**config.mk**
```make
export PLATFORM = sky130hd
export DESIGN_NAME = wb_arbiter
export DESIGN_NICKNAME = d
export VERILOG_FILES = /design/src/rtl/mips32_pkg.sv /design/src/rtl/wb_fifo.sv /design/src/rtl/wb_arbiter.sv
export SDC_FILE = /design/constraint.sdc
export NUM_CORES = 1
export LEC_CHECK = 0
export ABC_CLOCK_PERIOD_IN_PS = 3300
export BUFFER_PORTS_ARGS = -buffer_cell sky130_fd_sc_hd__buf_2
export CAP_MARGIN = 10
export CORE_ASPECT_RATIO = 1.4
export CORE_MARGIN = 2
export CORE_UTILIZATION = 55
export DETAILED_ROUTE_END_ITERATION = 6
export PLACE_DENSITY = 0.8
export SYNTH_ARGS = -nofsm -noshare
export SYNTH_HDL_FRONTEND = slang
export SYNTH_SLANG_ARGS = --single-unit
```
**constraint.sdc**
```tcl
create_clock -name clk -period 3.3 [get_ports clk]
set_input_delay 0.66 -clock clk [delete_from_list [all_inputs] [get_ports clk]]
set_output_delay 0.66 -clock clk [all_outputs]
set_load 0.01 [all_outputs]
```
**src/rtl/mips32_pkg.sv**
```systemverilog
// Shared register-file types for the writeback path: address/data widths,
// the buffered writeback record and the writeback source selector.
package mips32_pkg;

    localparam int REG_ADDR_W = 5;
    localparam int DATA_W     = 32;
    localparam int NUM_REGS   = 1 << REG_ADDR_W;

    typedef struct packed {
        logic [REG_ADDR_W-1:0] addr;
        logic [DATA_W-1:0]     data;
    } wb_entry_t;

    typedef enum logic [1:0] {
        SRC_NONE = 2'd0,
        SRC_PIPE = 2'd1,
        SRC_FIFO = 2'd2
    } wb_src_t;

    // Register 0 is hardwired to zero, so nothing targeting it is ever written or tracked.
    function automatic logic isWritable(input logic [REG_ADDR_W-1:0] addr);
        return addr != '0;
    endfunction

endpackage

```
**src/rtl/wb_fifo.sv**
```systemverilog
// Small result buffer for multiply/divide writebacks; DEPTH entries, strict FIFO order.
// Push and pop in the same cycle both take effect.
module wb_fifo
    import mips32_pkg::*;
#(
    parameter int DEPTH = 2
) (
    input  logic      clk,
    input  logic      rst,
    input  logic      push,
    input  logic      pop,
    input  wb_entry_t pushEntry,
    output logic      full,
    output logic      empty,
    output wb_entry_t head
);

    localparam int PTR_W = (DEPTH > 1) ? $clog2(DEPTH) : 1;
    localparam int CNT_W = PTR_W + 1;
    localparam logic [PTR_W-1:0] LAST_IDX = PTR_W'(DEPTH - 1);
    localparam logic [PTR_W-1:0] PTR_ONE  = PTR_W'(1);
    localparam logic [CNT_W-1:0] FULL_CNT = CNT_W'(DEPTH);
    localparam logic [CNT_W-1:0] CNT_ONE  = CNT_W'(1);

    wb_entry_t        mem [DEPTH];
    logic [PTR_W-1:0] wrPtr;
    logic [PTR_W-1:0] rdPtr;
    logic [CNT_W-1:0] count;
    logic             doPush;
    logic             doPop;

    assign full   = (count == FULL_CNT);
    assign empty  = (count == '0);
    assign doPush = push && !full;
    assign doPop  = pop && !empty;
    assign head   = mem[rdPtr];

    function automatic logic [PTR_W-1:0] nextPtr(input logic [PTR_W-1:0] ptr);
        return (ptr == LAST_IDX) ? '0 : ptr + PTR_ONE;
    endfunction

    // Storage itself needs no reset; the pointers and count define what is valid.
    always_ff @(posedge clk) begin
        if (doPush) begin
            mem[wrPtr] <= pushEntry;
        end
    end

    always_ff @(posedge clk or posedge rst) begin
        if (rst) begin
            wrPtr <= '0;
            rdPtr <= '0;
            count <= '0;
        end else begin
            if (doPush) begin
                wrPtr <= nextPtr(wrPtr);
            end
            if (doPop) begin
                rdPtr <= nextPtr(rdPtr);
            end
            unique case ({doPush, doPop})
                2'b10:   count <= count + CNT_ONE;
                2'b01:   count <= count - CNT_ONE;
                default: count <= count;
            endcase
        end
    end

endmodule

```
**src/rtl/wb_arbiter.sv**
```systemverilog
// Register-file writeback arbiter between the main pipeline and buffered MDU results,
// with a busy scoreboard for decode hazards. Define WB_FAIRNESS_EN to let a full FIFO stall the pipeline.
module wb_arbiter
    import mips32_pkg::*;
#(
    parameter int DEPTH = 2
) (
    input  logic                  clk,
    input  logic                  rst,
    input  logic                  pipeValid,
    input  logic [REG_ADDR_W-1:0] pipeAddr,
    input  logic [DATA_W-1:0]     pipeData,
    input  logic                  mduIssue,
    input  logic [REG_ADDR_W-1:0] mduIssueAddr,
    input  logic                  mduValid,
    input  logic [REG_ADDR_W-1:0] mduAddr,
    input  logic [DATA_W-1:0]     mduData,
    output logic                  mduReady,
    input  logic [REG_ADDR_W-1:0] rs,
    input  logic [REG_ADDR_W-1:0] rt,
    output logic                  hazStall,
    output logic                  pipeStall,
    output logic                  regWrite,
    output logic [REG_ADDR_W-1:0] rWriteAddress,
    output logic [DATA_W-1:0]     rWriteValue
);

    logic                fifoFull;
    logic                fifoEmpty;
    logic                fifoPush;
    logic                fifoPop;
    wb_entry_t           fifoHead;
    wb_entry_t           pushEntry;
    wb_entry_t           selEntry;
    wb_src_t             src;
    logic [NUM_REGS-1:0] busy;
    logic [NUM_REGS-1:0] busySet;
    logic [NUM_REGS-1:0] busyClr;

    assign mduReady  = !fifoFull;
    assign fifoPush  = mduValid && mduReady;
    assign pushEntry = '{addr: mduAddr, data: mduData};
    assign fifoPop   = (src == SRC_FIFO);

    wb_fifo #(
        .DEPTH(DEPTH)
    ) uFifo (
        .clk      (clk),
        .rst      (rst),
        .push     (fifoPush),
        .pop      (fifoPop),
        .pushEntry(pushEntry),
        .full     (fifoFull),
        .empty    (fifoEmpty),
        .head     (fifoHead)
    );

`ifdef WB_FAIRNESS_EN
    // A full buffer takes the port so MDU results cannot be starved indefinitely.
    assign pipeStall = fifoFull;
`else
    assign pipeStall = 1'b0;
`endif

    always_comb begin
        src      = SRC_NONE;
        selEntry = '0;
        if (pipeValid && !pipeStall) begin
            src      = SRC_PIPE;
            selEntry = '{addr: pipeAddr, data: pipeData};
        end else if (!fifoEmpty) begin
            src      = SRC_FIFO;
            selEntry = fifoHead;
        end
    end

    // Address and value hold when idle so the register-file port does not toggle needlessly.
    always_ff @(posedge clk or posedge rst) begin
        if (rst) begin
            regWrite      <= 1'b0;
            rWriteAddress <= '0;
            rWriteValue   <= '0;
        end else begin
            regWrite <= (src != SRC_NONE) && isWritable(selEntry.addr);
            if (src != SRC_NONE) begin
                rWriteAddress <= selEntry.addr;
                rWriteValue   <= selEntry.data;
            end
        end
    end

    always_comb begin
        busySet = '0;
        busyClr = '0;
        if (mduIssue && isWritable(mduIssueAddr)) begin
            busySet[mduIssueAddr] = 1'b1;
        end
        if ((src == SRC_FIFO) && isWritable(fifoHead.addr)) begin
            busyClr[fifoHead.addr] = 1'b1;
        end
    end

    // Set is applied after clear so a re-issue to the same register stays pending.
    always_ff @(posedge clk or posedge rst) begin
        if (rst) begin
            busy <= '0;
        end else begin
            busy <= (busy & ~busyClr) | busySet;
        end
    end

    assign hazStall = (isWritable(rs) && busy[rs]) || (isWritable(rt) && busy[rt]);

endmodule

```
==> impl_metrics.tcl <==
set metrics [dict create \
    synthTopCellsByArea "edfxtp_1 35%, dfrtp_1 29%, o21ai_0 8.4%, mux2i_1 6.9%, nand2_1 3.4%" \
    cts_tree "done" \
    hpwl_um 10700 \
    numPortBuffers 133 \
    viasPerCell 5.84 \
    hold_ws_ns 0.398 \
    die_width_um 95.2 \
    synth_top_family_by_area "compound AO/OA/AOI/OAI gates" \
    syn_avg_cell_area_um2 12.1 \
    path_cells "buf_2 > mux4_2 > or3_1 > o21ai_1 > a21oi_1 > a2111o_1 > buf_2" \
    cp-start-kind "primary input" \
    die-area_um2 12500 \
    hold_path.class "reg2reg" \
    antenna_found_initial 0 \
    totalWireLength_um 15100 \
    wl_per_cell_um 18.6 \
    drt_iter0_markers 292 \
    synth_cells 528 \
    end_kind "output pin" \
    post_cts.repair.setup_buffers 0 \
    crit_arrival_ns 2.39 \
    grt_overflow 0 \
    rows 46 \
    drv_cap 0 \
    synth_cell_types 43 \
    fin_crit_sh_pct 92.5 \
    rsz0062_at_grt "false" \
    synth-seq-cells 148 \
    synth_xor_area_share_pct 0.685 \
    drc 0 \
    synthAdderAreaFrac_pct 0.196 \
    synth_common_cells "107 x o21ai_0, 74 x dfrtp_1, 74 x edfxtp_1, 58 x nand2_1, 44 x mux2i_1" \
    synth_edf_count 74 \
    root_buffer "clkbuf_16" \
    synth_top_cell_area_share_pct 34.7 \
    cts_hold_repair.buffers 0 \
    setup_viol 0 \
    numCtsBuffers 17 \
    grt_use_total_pct 25.8 \
    clock_latency_ns 0.42 \
    crit_type "in2out" \
    area_delta_synth_final_pct 21.3 \
    drive_above_1_share_pct 27.7 \
    tns_ns 0 \
    final_nets 754 \
    max_slew.worst_pin.slew_ns 0.971 \
    clkSinkCount 148 \
    critPathMaxFanout 9 \
    cts_resized 0 \
    die_y_um 132 \
    p_leak_uw 0.00329 \
    clk_pin_slew_worst_paths_ns 0.06 \
    syn_area_um2 6400 \
    cpPeakStageDelay_ns 0.53 \
    finClkSkew_ns 0.00781 \
    io-pin-count 135 \
    dominantRegCellSynth "edfxtp_1" \
    detail-route-antenna-nets 0 \
    max_freq_ghz 0.328 \
    synth.area.mux_share_pct 12.0 \
    min_period_ns 3.05 \
    htree_levels 4 \
    reg2reg_slack_ns 1.23 \
    crit_end "hazStall" \
    cp_common_cell "buf_2" \
    synth_top_cell_by_area "edfxtp_1" \
    synth.most_common_cell "o21ai_0" \
    postLayoutCoreUtil_pct 68.4 \
    cp.depth 7 \
    reg2reg_depth 4 \
    worstPathRequired_ns 2.64 \
    grt_pass1_vias 4959 \
    core_area_um2 11300 \
    regToRegEndpoint "busy[8]$_DFF_PP0_" \
    timing.rr.start "uFifo.rdPtr$_DFFE_PP0P_" \
    cpMaxStageDelayCell "mux4_2" \
    ir_worst_vdd_mv 0.479 \
    cp-startpoint "rs[0]" \
    synth-simple-area-share_pct 8.84 \
    power_density_nw_per_um2 881 \
    synth_compound_area_share_pct 12.4 \
    hold_violations 0 \
    grt_max_degree 72 \
    cp_num_buf_inv 2 \
    maxSlewHeadroom_pct 35.2 \
    antenna_cells 0 \
    synth_fp_nets 623 \
    critPathTopFamily "compound AO/OA/AOI/OAI gates" \
    gp_congestion 1.01 \
    yosysSeqAreaShare_pct 63.7 \
    status "finished clean" \
    drt_first_pass_iters 7 \
    slew_viol_final 0 \
    grt_pass1_wl_um 24400 \
    yosys_warnings 0 \
    async_flop_share_pct 50.0 \
    initial_core_util_pct 56.4 \
    vias 4763 \
    clockBufferDepth 2 \
]
## state kept, by name, summed over array words and instances, names as in the netlist
register	count
regWrite	1
uFifo.mem	74
uFifo.rdPtr	1
rWriteAddress	5
uFifo.wrPtr	1
uFifo.count	2
rWriteValue	32
busy	32
## metrics by stage
step	cells	total power [µW]	cell area, µm²	setup WS, ns
floorplan	528	4220	6400	0.529
global placement	784	4840	7180	0.278
detailed placement	784	4950	7180	0.247
CTS	815	6840	7760	0.247
global route	815	7220	7760	0.175
finish	815	6830	7760	0.249
## per-layer routing
metal	GRT usage [%]	vias to the layer above	part of all wire (%)
met1	29.7	2285	37
met5	0	-	0
met3	7.45	64	6.6
li1	-	2200	-
met4	14.6	0	4.9
met2	42.3	214	52
## area by class of cell
class	instances	area [µm²]
tap	144	180
fill	826	3580
sequential	148	4080
inverter	2	7.51
multi-input combinational	350	2200
clock buffer	17	425
clock inverter	14	151
timing repair buffer	140	718
## how the worst min path moves through the flow
stage | startpoint | to | slack [ns] | depth (start not counted)
2_1_floorplan | busy[0]$_DFF_PP0_ | busy[0]$_DFF_PP0_ | 0.43 | 1
3_3_place_gp | busy[0]$_DFF_PP0_ | busy[0]$_DFF_PP0_ | 0.40 | 0
3_5_place_dp | busy[0]$_DFF_PP0_ | busy[0]$_DFF_PP0_ | 0.39 | 0
4_1_cts | busy[0]$_DFF_PP0_ | busy[0]$_DFF_PP0_ | 0.41 | 0
5_1_grt | mduData[24] | uFifo.mem[1][24]$_DFFE_PP_ | 0.41 | 1
6_report | busy[0]$_DFF_PP0_ | busy[0]$_DFF_PP0_ | 0.40 | 0
## cells in the final DEF, fill, tap and decap left out, types with 3 or more instances in the layout
cell type / Yosys / final
a21oi_1: 33 / 33
buf_2: 4 / 133
buf_4: 2 / 7
clkbuf_16: 0 / 17
clkinvlp_4: 0 / 3
dfrtp_1: 74 / 73
edfxtp_1: 74 / 74
inv_6: 0 / 4
mux2_2: 5 / 5
mux2i_1: 44 / 44
mux4_1: 6 / 6
mux4_2: 5 / 5
nand2_1: 58 / 58
nand2b_1: 4 / 4
nand3_1: 9 / 9
nor2_1: 42 / 40
nor2b_1: 5 / 5
nor3_1: 3 / 3
o21ai_0: 107 / 107
xnor2_1: 3 / 3
## worst register-to-register path: cells and delay by family (launching register included)
family | cells | cell delay [ns]
AND/OR/NAND/NOR | 1 | 0.39
flip-flops | 1 | 0.63
multiplexers | 1 | 0.50
AO/OA/AOI/OAI | 2 | 0.41
## power by group
part	switching (µW)	total (µW)	internal, µW	leakage, µW
sequential	407	2970	2560	0.00158
combinational	1160	1970	816	0.00143
clock	775	1890	1120	0.000276
total	2340	6830	4490	0.00329
## logic make-up after synthesis
logic type	Yosys count
compound gates	151
xor+xnor	5
fa+ha+maj	1
buf+inv	30
flops	148
mux	60
other cells	1
simple gates	132
No activity file was read; power rests on OpenSTA's default activity.
